### src/rtl/hex_tx_writer.sv
// Streams a snapshot of NWORDS 32-bit words to a byte-wide UART as uppercase ASCII hex lines.
// Optional macro HEX_TX_CRLF_EN terminates each word with CR LF instead of LF alone.
module hex_tx_writer #(
    parameter int unsigned NWORDS = 4
) (
    input  logic                   hz100,
    input  logic                   reset,
    input  logic                   start,
    input  logic [32*NWORDS-1:0]   words,
    input  logic                   txready,
    output logic [7:0]             txdata,
    output logic                   txclk,
    output logic                   busy,
    output logic                   done
);

`ifdef HEX_TX_CRLF_EN
    localparam int unsigned BPW = 10;
`else
    localparam int unsigned BPW = 9;
`endif
    localparam int unsigned BYTES = BPW * NWORDS;
    localparam int unsigned BI_W  = $clog2(10 * NWORDS);
    localparam int unsigned WI_W  = (NWORDS > 1) ? $clog2(NWORDS) : 1;
    localparam int unsigned CI_W  = 4;

    typedef enum logic [1:0] {
        IDLE   = 2'd0,
        SEND   = 2'd1,
        STROBE = 2'd2
    } state_t;

    state_t                   state_q, state_d;
    logic [NWORDS-1:0][31:0]  snap_q, snap_d;
    logic [BI_W-1:0]          byte_idx_q, byte_idx_d;
    logic [WI_W-1:0]          word_idx_q, word_idx_d;
    logic [CI_W-1:0]          char_idx_q, char_idx_d;
    logic [7:0]               txdata_q, txdata_d;
    logic                     txclk_q, txclk_d;
    logic                     busy_q, busy_d;
    logic                     done_q, done_d;

    logic [7:0][3:0]          cur_word;
    logic [2:0]               nib_sel;
    logic [3:0]               nib;
    logic [7:0]               cur_byte;
    logic                     last_byte;

    // Current character: hex digit (MS nibble first) or line terminator.
    always_comb begin
        cur_word = snap_q[word_idx_q];
        nib_sel  = 3'(~char_idx_q[2:0]);
        nib      = cur_word[nib_sel];
        if (char_idx_q < CI_W'(8)) begin
            cur_byte = (nib < 4'd10) ? (8'h30 + 8'(nib)) : (8'h37 + 8'(nib));
        end
`ifdef HEX_TX_CRLF_EN
        else if (char_idx_q == CI_W'(8)) begin
            cur_byte = 8'h0D;
        end
`endif
        else begin
            cur_byte = 8'h0A;
        end
        last_byte = (byte_idx_q == BI_W'(BYTES - 1));
    end

    // Next-state and output logic.
    always_comb begin
        state_d    = state_q;
        snap_d     = snap_q;
        byte_idx_d = byte_idx_q;
        word_idx_d = word_idx_q;
        char_idx_d = char_idx_q;
        txdata_d   = txdata_q;
        txclk_d    = 1'b0;
        busy_d     = busy_q;
        done_d     = 1'b0;

        case (state_q)
            IDLE: begin
                if (start) begin
                    snap_d     = words;
                    byte_idx_d = '0;
                    word_idx_d = '0;
                    char_idx_d = '0;
                    busy_d     = 1'b1;
                    state_d    = SEND;
                end
            end
            SEND: begin
                if (txready) begin
                    txdata_d = cur_byte;
                    txclk_d  = 1'b1;
                    state_d  = STROBE;
                end
            end
            STROBE: begin
                if (last_byte) begin
                    byte_idx_d = '0;
                    word_idx_d = '0;
                    char_idx_d = '0;
                    busy_d     = 1'b0;
                    done_d     = 1'b1;
                    state_d    = IDLE;
                end else begin
                    byte_idx_d = BI_W'(byte_idx_q + 1'b1);
                    if (char_idx_q == CI_W'(BPW - 1)) begin
                        char_idx_d = '0;
                        word_idx_d = WI_W'(word_idx_q + 1'b1);
                    end else begin
                        char_idx_d = CI_W'(char_idx_q + 1'b1);
                    end
                    state_d = SEND;
                end
            end
            default: begin
                state_d = IDLE;
                busy_d  = 1'b0;
            end
        endcase
    end

    always_ff @(posedge hz100) begin
        if (reset) begin
            state_q    <= IDLE;
            snap_q     <= '0;
            byte_idx_q <= '0;
            word_idx_q <= '0;
            char_idx_q <= '0;
            txdata_q   <= 8'h00;
            txclk_q    <= 1'b0;
            busy_q     <= 1'b0;
            done_q     <= 1'b0;
        end else begin
            state_q    <= state_d;
            snap_q     <= snap_d;
            byte_idx_q <= byte_idx_d;
            word_idx_q <= word_idx_d;
            char_idx_q <= char_idx_d;
            txdata_q   <= txdata_d;
            txclk_q    <= txclk_d;
            busy_q     <= busy_d;
            done_q     <= done_d;
        end
    end

    assign txdata = txdata_q;
    assign txclk  = txclk_q;
    assign busy   = busy_q;
    assign done   = done_q;

endmodule

### config.mk
export PLATFORM = sky130hd
export DESIGN_NAME = hex_tx_writer
export DESIGN_NICKNAME = d
export VERILOG_FILES = /design/src/rtl/hex_tx_writer.sv
export SDC_FILE = /design/constraint.sdc
export NUM_CORES = 1
export LEC_CHECK = 0
export ABC_CLOCK_PERIOD_IN_PS = 4820
export CORE_MARGIN = 2
export CORE_UTILIZATION = 45
export CTS_BUF_LIST = sky130_fd_sc_hd__clkbuf_8
export CTS_CLUSTER_SIZE = 12
export DETAILED_ROUTE_END_ITERATION = 16
export PLACE_DENSITY = 0.72
export SLEW_MARGIN = 10
export SYNTH_ARGS = -nofsm -noshare
export SYNTH_HDL_FRONTEND = slang
export SYNTH_SLANG_ARGS = --single-unit
### constraint.sdc
create_clock -name hz100 -period 4.82 [get_ports hz100]
set_input_delay 0.723 -clock hz100 [delete_from_list [all_inputs] [get_ports hz100]]
set_output_delay 0.723 -clock hz100 [all_outputs]
set_load 0.02 [all_outputs]
**Yosys cells after proc, flatten, opt, wreduce, memory -nomap -nowiden**

Cells that the tools add are included.

- Logic and storage cells: 68
- Output and inout bits: 11
- Bits in registers: 153

- Eq/ne operators: 8
- Add/subtract/negate cells: 5
- Mux-type cells: 26
- Reduce and logical (&&, ||, !) cells: 10
- Bitwise logic cells: 3
- Magnitude comparators: 4

Operators with widths:

| cell | number |
|---|---|
| 32-bit binary-select mux with 2-bit select | 1 |
| 32-bit two-way mux | 1 |
| 4-bit two-way mux | 4 |
| 6-bit by 4-bit adder with 7-bit output, first input constant | 2 |
| 7-bit two-way mux | 2 |
| 4-bit binary-select mux with 3-bit select | 1 |
| 6-bit two-way mux | 2 |
| 6-bit one-hot mux with 2 select lines | 1 |
| 2-bit two-way mux | 5 |
| 4-bit less-than comparator, second input constant | 2 |
| 4-bit one-hot mux with 2 select lines | 1 |
| 2-bit AND reduction | 4 |
| 6-bit by 1-bit adder with 6-bit output, second input constant | 1 |
| 6-bit equality test, second input constant | 1 |
| 2-bit inequality test, second input constant | 3 |
| 2-bit one-hot mux with 3 select lines | 1 |
| 3-bit AND reduction | 2 |
| 1-bit two-way mux | 5 |
| 4-bit by 1-bit adder with 4-bit output, second input constant | 1 |
| 4-bit equality test, second input constant | 1 |
| 3-bit by 4-bit less-than comparator with 1-bit output, second input constant | 1 |
| 2-bit one-hot mux with 2 select lines | 1 |
| 2-bit OR reduction | 2 |
| 2-bit by 3-bit less-than comparator with 1-bit output, second input constant | 1 |
| 9 further kinds | 10 |

**Logic depth before layout (Yosys ltp)**

Gate-level depths: netlist of run 1.

- Word-level depth: 7
- Gate-level depth with buffers: 11
- Gate-level depth less buffers: 8

**Least setup slack after synthesis of run 1**

No wires, ideal clock.

- Kind: reg-to-reg
- Start: register word_idx_q[0]
- End: register txdata_q[6], in the netlist txdata[6]
- Cell stages (with the launch flop): 11
- Clock period less this slack: 2527 ps
- Arrival time: 2410 ps
- Setup time: 117 ps
- Path slack: 2293 ps
- Buffers on the path: 3
- Cell sequence: dfxtp_1 > buf_6 > buf_6 > buf_2 > mux4_2 > mux4_2 > mux2i_4 > ha_1 > o21ai_1 > and2_1 > a22o_1

- Cells in the longest elaborated chain, start to end: 7

RTL lines:

| element | RTL line | RTL |
|---|---|---|
| start, declared | 36 | `logic [WI_W-1:0] word_idx_q, word_idx_d;` |
| start signal, assigned | 139 | `word_idx_q <= word_idx_d;` |
| 32-bit binary-select mux with 2-bit select (*) | 51 | `cur_word = snap_q[word_idx_q];` |
| 32-bit two-way mux (implied by the code) (*) | 51 |  |
| 4-bit binary-select mux with 3-bit select (*) | 53 | `nib = cur_word[nib_sel];` |
| 4-bit two-way mux (implied by the code) (*) | 53 |  |
| 6-bit by 4-bit adder with 7-bit output / 4-bit less-than comparator (equally long branches) | 55 | `cur_byte = (nib < 4'd10) ? (8'h30 + 8'(nib)) : (8'h37 + 8'(nib));` |
| 7-bit two-way mux (*) | 55 |  |
| 7-bit two-way mux (*) | 54 | `if (char_idx_q < CI_W'(8)) begin` |
| end signal, assigned | 141 | `txdata_q <= txdata_d;` |
| end, declared | 38 | `logic [7:0] txdata_q, txdata_d;` |

Every way passes the cells marked *; elsewhere a longest branch is shown, timed or not. The select of a mux whose other input is x is not followed.
A chain may end at the register's enable or synchronous reset.

**Final worst setup path of run 1**

Same ends and word-level chain as after synthesis.

==> load_flow_metrics.sql, run 1 <==
INSERT INTO impl_metrics (metric_group, metric, value, unit) VALUES
('route', 'ant_nets', '0', ''),
('synthesis', 'ys.warnings.count', '0', ''),
('synthesis', 'synth.largest_area_cell', 'dfxtp_1', ''),
('floorplan', 'design.die.area', '15500', 'um2'),
('clock_network', 'worst_setup_hold_path_clk_slew', '0.08', 'ns'),
('cells_and_area', 'fraction_of_final_layout_cells_with_drive_strength_greater_than_1', '7.25', '%'),
('floorplan', 'core', '14400', 'um2'),
('clock_network', 'ctsHtreeMaxLevel', '4', ''),
('power_and_ir_drop', 'power.total', '0.00270', 'W'),
('global_routing', 'first_pass_grt_wire_length', '27100', 'um'),
('cells_and_area', 'utilization', '58.1', '%'),
('sta', 'finClkSkew', '0.0139', 'ns'),
('worst_setup_path', 'critical_path_class', 'reg2reg', ''),
('cells_and_area', 'fillCellCount', '1300', ''),
('route', 'vias', '5676', ''),
('power_and_ir_drop', 'pwr_density_cell', '323', 'nW/um2'),
('cells_and_area', 'growth_of_design_area_from_synthesis_to_finish', '27.9', '%'),
('clock_network', 'ctsLongestPathBuffers', '2', ''),
('sta', 'rsz_0062_raised_after_global_routing', 'no', ''),
('route', 'highest_layer', 'met4', ''),
('route', 'routed_via_density', '5.26', ''),
('synthesis', 'syn_avg_cell_area', '8.39', 'um2'),
('cells_and_area', 'antenna-diode-count', '0', ''),
('synthesis', 'synth-edff-count', '0', ''),
('floorplan', 'io-pin-count', '143', ''),
('synthesis', 'yosys-top-cells-area', 'dfxtp_1 (47%), nand2_1 (15%), a21oi_1 (11%), mux4_2 (6.9%), clkbuf_1 (2.9%)', ''),
('route', 'detail_route.wl_per_cell', '15.3', 'um'),
('hold_path', 'min-delay-path-class', 'reg2reg', ''),
('synthesis', 'synthArstFlopShare', '0', '%'),
('route', 'dr_wl_met3', '758', 'um'),
('synthesis', 'synth_top_area_share', '46.6', '%'),
('sta', 'setup_viol', '0', ''),
('sta', 'setup_tns', '0', 'ns'),
('synthesis', 'synthesis.nets', '914', ''),
('floorplan', 'floorplan.die.height', '124', 'um'),
('worst_setup_path', 'worst_setup_path_end_kind', 'register', ''),
('floorplan', 'floorplan.initialDensity', '45.4', '%'),
('cells_and_area', 'postLayoutCellArea', '8340', 'um2'),
('synthesis', 'yosysSeqAreaShare', '46.6', '%'),
('global_routing', 'global_routing_usage_summed_across_all_routing_layers', '21.7', '%'),
('route', 'drc', '0', ''),
('placed_design', 'placement.cell_area', '7960', 'um2'),
('route', 'met1Wirelength', '7640', 'um'),
('power_and_ir_drop', 'vdd.ir_drop.worst', '0.197', 'mV'),
('sta', 'timing.max_slew.rel_slack', '21.5', '%'),
('global_routing', 'global_route_congestion_overflow_total', '0', ''),
('clock_network', 'cts-hold-fix-buffers', '0', ''),
('worst_setup_path', 'critPathLaunchType', 'register', ''),
('synthesis', 'ys_top_cells_by_count', 'nand2_1 (268), dfxtp_1 (152), a21oi_1 (140)', ''),
('synthesis', 'yosys.cell_count.top_type', 'nand2_1', ''),
('synthesis', 'number_of_storage_elements_in_the_synthesis_netlist', '152', ''),
('worst_setup_path', 'worstPathArrival', '3.44', 'ns'),
('clock_network', 'cts_tree', 'built', ''),
('placed_design', 'detailedPlace.worstSlack', '1.73', 'ns'),
('clock_network', 'post_cts_setup_bufs', '0', ''),
('status', 'status', 'finished clean', ''),
('global_routing', 'vias_in_the_first_global_route', '5411', ''),
('placed_design', 'detailed_place_hpwl', '11800', 'um'),
('floorplan', 'fp.dieW', '124', 'um'),
('clock_network', 'cts.sinks', '152', ''),
('route', 'routed_wl', '16600', 'um'),
('synthesis', 'synth_cell_types', '49', ''),
('synthesis', 'postSynthCellCount', '778', ''),
('sta', 'timing_worst_slew_pin_value', '1.18', 'ns'),
('power_and_ir_drop', 'cellLeakagePower', '2.98', 'nW'),
('worst_setup_path', 'worstPathRequired', '5.16', 'ns'),
('clock_network', 'cts_buffers', '17', ''),
('sta', 'timing.final.hold_violations', '0', ''),
('global_routing', 'largest_net_degree_at_the_start_of_global_routing', '107', ''),
('route', 'number_of_design_rule_violations_left_by_the_first_detailed_router_iteration', '426', ''),
('worst_setup_path', 'critical_path.max_fanout', '27', '');
==> cells in the final DEF, fill, tap and decap left out, types with 5 or more instances in the layout <==
cell	netlist	layout
clkdlybuf4s50_1	0	140
mux4_2	20	20
dfxtp_1	152	151
mux4_1	6	6
nor2_1	32	31
buf_4	2	6
nand2_1	268	268
mux2i_1	16	16
clkinv_2	0	5
nand3_1	6	6
a21oi_1	140	140
clkbuf_8	0	17
a22o_1	5	5
a311oi_1	7	7
a22oi_1	5	5
==> layer usage <==
layer | vias to the layer above | track usage, %
met3 | 28 | 4.81
met5 | - | 0
met4 | 0 | 7.53
met2 | 161 | 34.5
li1 | 2870 | -
met1 | 2617 | 29.3
==> worst max-delay path: stages (launching register included) <==
cell and delay, ns:
dfxtp_2 0.88, buf_4 0.43, mux4_2 0.55, a22oi_1 0.22
a22o_2 0.23, ha_1 0.20, o21ai_1 0.10, and2_1 0.17
a22o_1 0.22
==> flip-flops by register name (all words and copies together), names as in the netlist <==
| register | count |
|---|---|
| state_q | 2 |
| busy | 1 |
| byte_idx_q | 6 |
| word_idx_q | 2 |
| snap_q | 128 |
| txclk | 1 |
| txdata | 7 |
| char_idx_q | 4 |
| done | 1 |
==> power by group <==
group	total, W	switching, W	internal (W)
registers	0.00138	0.0000468	0.00133
clock network	0.000951	0.000489	0.000462
logic	0.000367	0.000180	0.000187
==> stage by stage <==
| stage | std cells | hold slack [ns] |
|---|---|---|
| after floorplan | 778 | 0.432 |
| after global placement | 1048 | 0.440 |
| after detailed placement | 1048 | 0.445 |
| after CTS | 1080 | 0.457 |
| after global routing | 1080 | 0.474 |
| final | 1080 | 0.456 |
==> layout make-up <==
class | instances | area (um2) | area share (%)
timing repair buffer | 147 | 1470 | 17.6
clock inverter | 15 | 150 | 1.80
inverter | 4 | 15.0 | 0.180
clock buffer | 17 | 234 | 2.80
multi-input combinational | 561 | 3200 | 38.4
sequential | 152 | 3040 | 36.5
tap | 184 | 230 | 2.76
==> cell families (layout without fill, tap and decap cells) <==
logic type      Yosys count  count (layout)  share of synthesized area (%)
compound gates          181             181                           15.6
xor+xnor                  1               1                          0.134
fa+ha+maj                 4               4                          0.767
buf+inv                  65             183                           4.41
flops                   152             152                           46.6
mux                      43              43                           12.1
other cells               1               1                         0.0575
simple gates            331             331                           20.3
==> worst paths after layout <==
check                             end  slack, ns                       start  cells past startpoint
min reg2reg  snap_q[104]$_SDFFE_PP0P_       0.46    snap_q[104]$_SDFFE_PP0P_                      2
max reg2reg    txdata[6]$_SDFFE_PP0P_       1.73  word_idx_q[0]$_SDFFE_PP0P_                      8
max            txdata[6]$_SDFFE_PP0P_       1.73  word_idx_q[0]$_SDFFE_PP0P_                      8
min          snap_q[104]$_SDFFE_PP0P_       0.46    snap_q[104]$_SDFFE_PP0P_                      2
Power figures use the tool's default switching activity.
==> inputs of run 2 (changes only) <==
--- a/config.mk
+++ b/config.mk
@@ -5,7 +5,7 @@
 export SDC_FILE = /design/constraint.sdc
 export NUM_CORES = 1
 export LEC_CHECK = 0
-export ABC_CLOCK_PERIOD_IN_PS = 4820
+export ABC_CLOCK_PERIOD_IN_PS = 3050
 export CORE_MARGIN = 2
 export CORE_UTILIZATION = 45
 export CTS_BUF_LIST = sky130_fd_sc_hd__clkbuf_8
==> constraint.sdc (replaced) <==
create_clock -name hz100 -period 3.05 [get_ports hz100]
set_input_delay 0.4575 -clock hz100 [delete_from_list [all_inputs] [get_ports hz100]]
set_output_delay 0.4575 -clock hz100 [all_outputs]
set_load 0.02 [all_outputs]
==> load_flow_metrics.sql, run 2 (same netlist as run 1, synthesis figures left out) <==
INSERT INTO impl_metrics (metric_group, metric, value, unit) VALUES
('status', 'status', 'finished clean', ''),
('route', 'routed_via_density', '5.27', ''),
('sta', 'setup_tns', '0', 'ns'),
('cells_and_area', 'fraction_of_final_layout_cells_with_drive_strength_greater_than_1', '7.65', '%'),
('floorplan', 'fp.dieW', '124', 'um'),
('clock_network', 'worst_skew_pair.late_latency', '0.46', 'ns'),
('sta', 'timing_max_transition_violations_final', '0', ''),
('sta', 'final.min_clock_period', '2.74', 'ns'),
('placed_design', 'placed_instance_count', '1054', ''),
('floorplan', 'io-pin-count', '143', ''),
('route', 'detail_route.wl_per_cell', '15.7', 'um'),
('route', 'routed_wl', '17100', 'um'),
('cells_and_area', 'utilization', '58.6', '%'),
('run', 'drv.max_cap_violation_count', '0', ''),
('sta', 'rsz_0062_raised_after_global_routing', 'no', ''),
('cells_and_area', 'final_net_count', '1025', ''),
('route', 'detailedRoute.firstPassIterationCount', '5', ''),
('clock_network', 'clock_tree.root_cell', 'clkbuf_8', ''),
('worst_setup_path', 'worstPathRequired', '3.41', 'ns'),
('sta', 'setup_viol', '0', ''),
('clock_network', 'cts.sinks', '152', ''),
('cells_and_area', 'largest_register_ff_count', '128', ''),
('global_routing', 'global_routing_usage_summed_across_all_routing_layers', '22.5', '%'),
('sta', 'finClkSkew', '0.00947', 'ns'),
('global_routing', 'largest_net_degree_at_the_start_of_global_routing', '79', ''),
('route', 'ant_nets', '0', ''),
('clock_network', 'ctsLongestPathBuffers', '2', ''),
('clock_network', 'worst_setup_hold_path_clk_slew', '0.08', 'ns'),
('cells_and_area', 'growth_of_design_area_from_synthesis_to_finish', '29.1', '%'),
('worst_setup_path', 'worst_setup_path_end_kind', 'register', ''),
('clock_network', 'cts_buffers', '17', ''),
('sta', 'max_freq', '0.365', 'GHz'),
('placed_design', 'place.port_buffers', '141', ''),
('clock_network', 'ctsHtreeMaxLevel', '4', ''),
('placed_design', 'gp_congestion', '0.843', ''),
('floorplan', 'core', '14400', 'um2'),
('hold_path', 'min-delay-path-class', 'reg2reg', ''),
('placed_design', 'placement.cell_area', '8040', 'um2'),
('worst_setup_path', 'critical_path_class', 'reg2reg', ''),
('floorplan', 'floorplan.initialDensity', '45.4', '%'),
('worst_setup_path', 'worstPathArrival', '3.10', 'ns'),
('clock_network', 'cts_tree', 'built', ''),
('floorplan', 'design.die.area', '15500', 'um2'),
('global_routing', 'vias_in_the_first_global_route', '5482', ''),
('global_routing', 'global_route_congestion_overflow_total', '0', ''),
('route', 'drc', '0', ''),
('power_and_ir_drop', 'pwr_density_cell', '502', 'nW/um2'),
('power_and_ir_drop', 'cellLeakagePower', '3.02', 'nW'),
('power_and_ir_drop', 'vdd.ir_drop.worst', '0.272', 'mV'),
('route', 'number_of_design_rule_violations_left_by_the_first_detailed_router_iteration', '359', ''),
('worst_setup_path', 'critical_path.max_fanout', '16', ''),
('cells_and_area', 'mostFrequentLayoutCell', 'nand2_1', ''),
('cells_and_area', 'antenna-diode-count', '0', ''),
('cells_and_area', 'postLayoutCellArea', '8420', 'um2'),
('cells_and_area', 'registers.top_by_ff_count', 'snap_q', ''),
('sta', 'finalCritPeriodShare', '89.9', '%'),
('clock_network', 'cts_repair_resize_count', '0', ''),
('route', 'vias', '5727', ''),
('global_routing', 'initial_antenna_violation_count', '0', ''),
('floorplan', 'floorplan.die.height', '124', 'um'),
('sta', 'timing.max_slew.rel_slack', '52.6', '%'),
('sta', 'holdWs', '0.452', 'ns'),
('worst_setup_path', 'critPathLaunchType', 'register', ''),
('sta', 'timing.final.hold_violations', '0', ''),
('clock_network', 'post_cts_setup_bufs', '0', ''),
('floorplan', 'floorplan.rows', '44', ''),
('cells_and_area', 'final_cell_mix', 'nand2_1 (268), dfxtp_1 (151), a21oi_1 (140), clkdlybuf4s50_1 (140), nor2_1 (31)', ''),
('clock_network', 'cts-hold-fix-buffers', '0', ''),
('global_routing', 'first_pass_grt_wire_length', '27700', 'um'),
('placed_design', 'detailed_place_hpwl', '12400', 'um'),
('sta', 'timing_worst_slew_pin_value', '0.711', 'ns'),
('cells_and_area', 'finalNonFillerCells', '1086', '');
## run 2: cell types whose count changed in the layout (fill, tap and decap cells not counted), moves of 2 or more
cell and delta:
inv_6 -2, clkinv_2 -4, clkinvlp_4 +4, inv_1 +2, buf_4 +3, buf_12 +3, clkbuf_8 +3, clkinv_4 -2
## run 2: layer usage
| layer | up-vias | wire length [um] | global-route usage (%) |
|---|---|---|---|
| met5 | - | 0 | 0 |
| met3 | 32 | 897 | 6.10 |
| met4 | 0 | 359 | 6.94 |
| met1 | 2669 | 7660 | 29.9 |
| li1 | 2877 | - | - |
| met2 | 149 | 8130 | 36.0 |
## run 2: critical path, stage by stage, from the launching register on
cell,delay [ns]
dfxtp_2,0.61
buf_4,0.29
mux4_2,0.52
a311oi_1,0.30
a22o_2,0.25
ha_1,0.19
o21ai_1,0.09
and2_1,0.16
a22o_1,0.21
## run 2: cell type report
type                    count  area [um2]
inverters                   4        15.0
well taps                 184         230
repair buffers            153        1550
fillers                  1298        5950
flip-flops and latches    152        3040
clock buffers              20         275
multi-input cells         561        3200
clock inverters            12         103
## run 2: final timing paths
path	from	endpoint	slack [ns]	depth (start not counted)
worst max-delay path	word_idx_q[0]$_SDFFE_PP0P_	txdata[6]$_SDFFE_PP0P_	0.31	8
worst min-delay path	snap_q[22]$_SDFFE_PP0P_	snap_q[22]$_SDFFE_PP0P_	0.45	2
worst max register to register	word_idx_q[0]$_SDFFE_PP0P_	txdata[6]$_SDFFE_PP0P_	0.31	8
worst min register to register	snap_q[22]$_SDFFE_PP0P_	snap_q[22]$_SDFFE_PP0P_	0.45	2
## run 2: metrics by stage
step	total power [W]	setup slack, ns
after global routing	0.00442	0.158
after floorplan	0.00252	0.523
final	0.00423	0.307
after global placement	0.00281	0.374
after CTS	0.00426	0.293
after detailed placement	0.00282	0.303
## run 2: power by group
part / internal (W) / switching [W] / total [W]
Sequential: 0.00210 / 0.0000815 / 0.00218
Clock: 0.000704 / 0.000757 / 0.00146
Combinational: 0.000302 / 0.000282 / 0.000584
Total: 0.00311 / 0.00112 / 0.00423
==> inputs of run 3 (changes only) <==
--- a/config.mk
+++ b/config.mk
@@ -12,6 +12,7 @@
 export CTS_CLUSTER_SIZE = 12
 export DETAILED_ROUTE_END_ITERATION = 16
 export PLACE_DENSITY = 0.72
+export SKIP_LAST_GASP = 1
 export SLEW_MARGIN = 10
 export SYNTH_ARGS = -nofsm -noshare
 export SYNTH_HDL_FRONTEND = slang
==> results of run 3 <==
No change in the layout: final DEF, timing and power equal those of run 2.
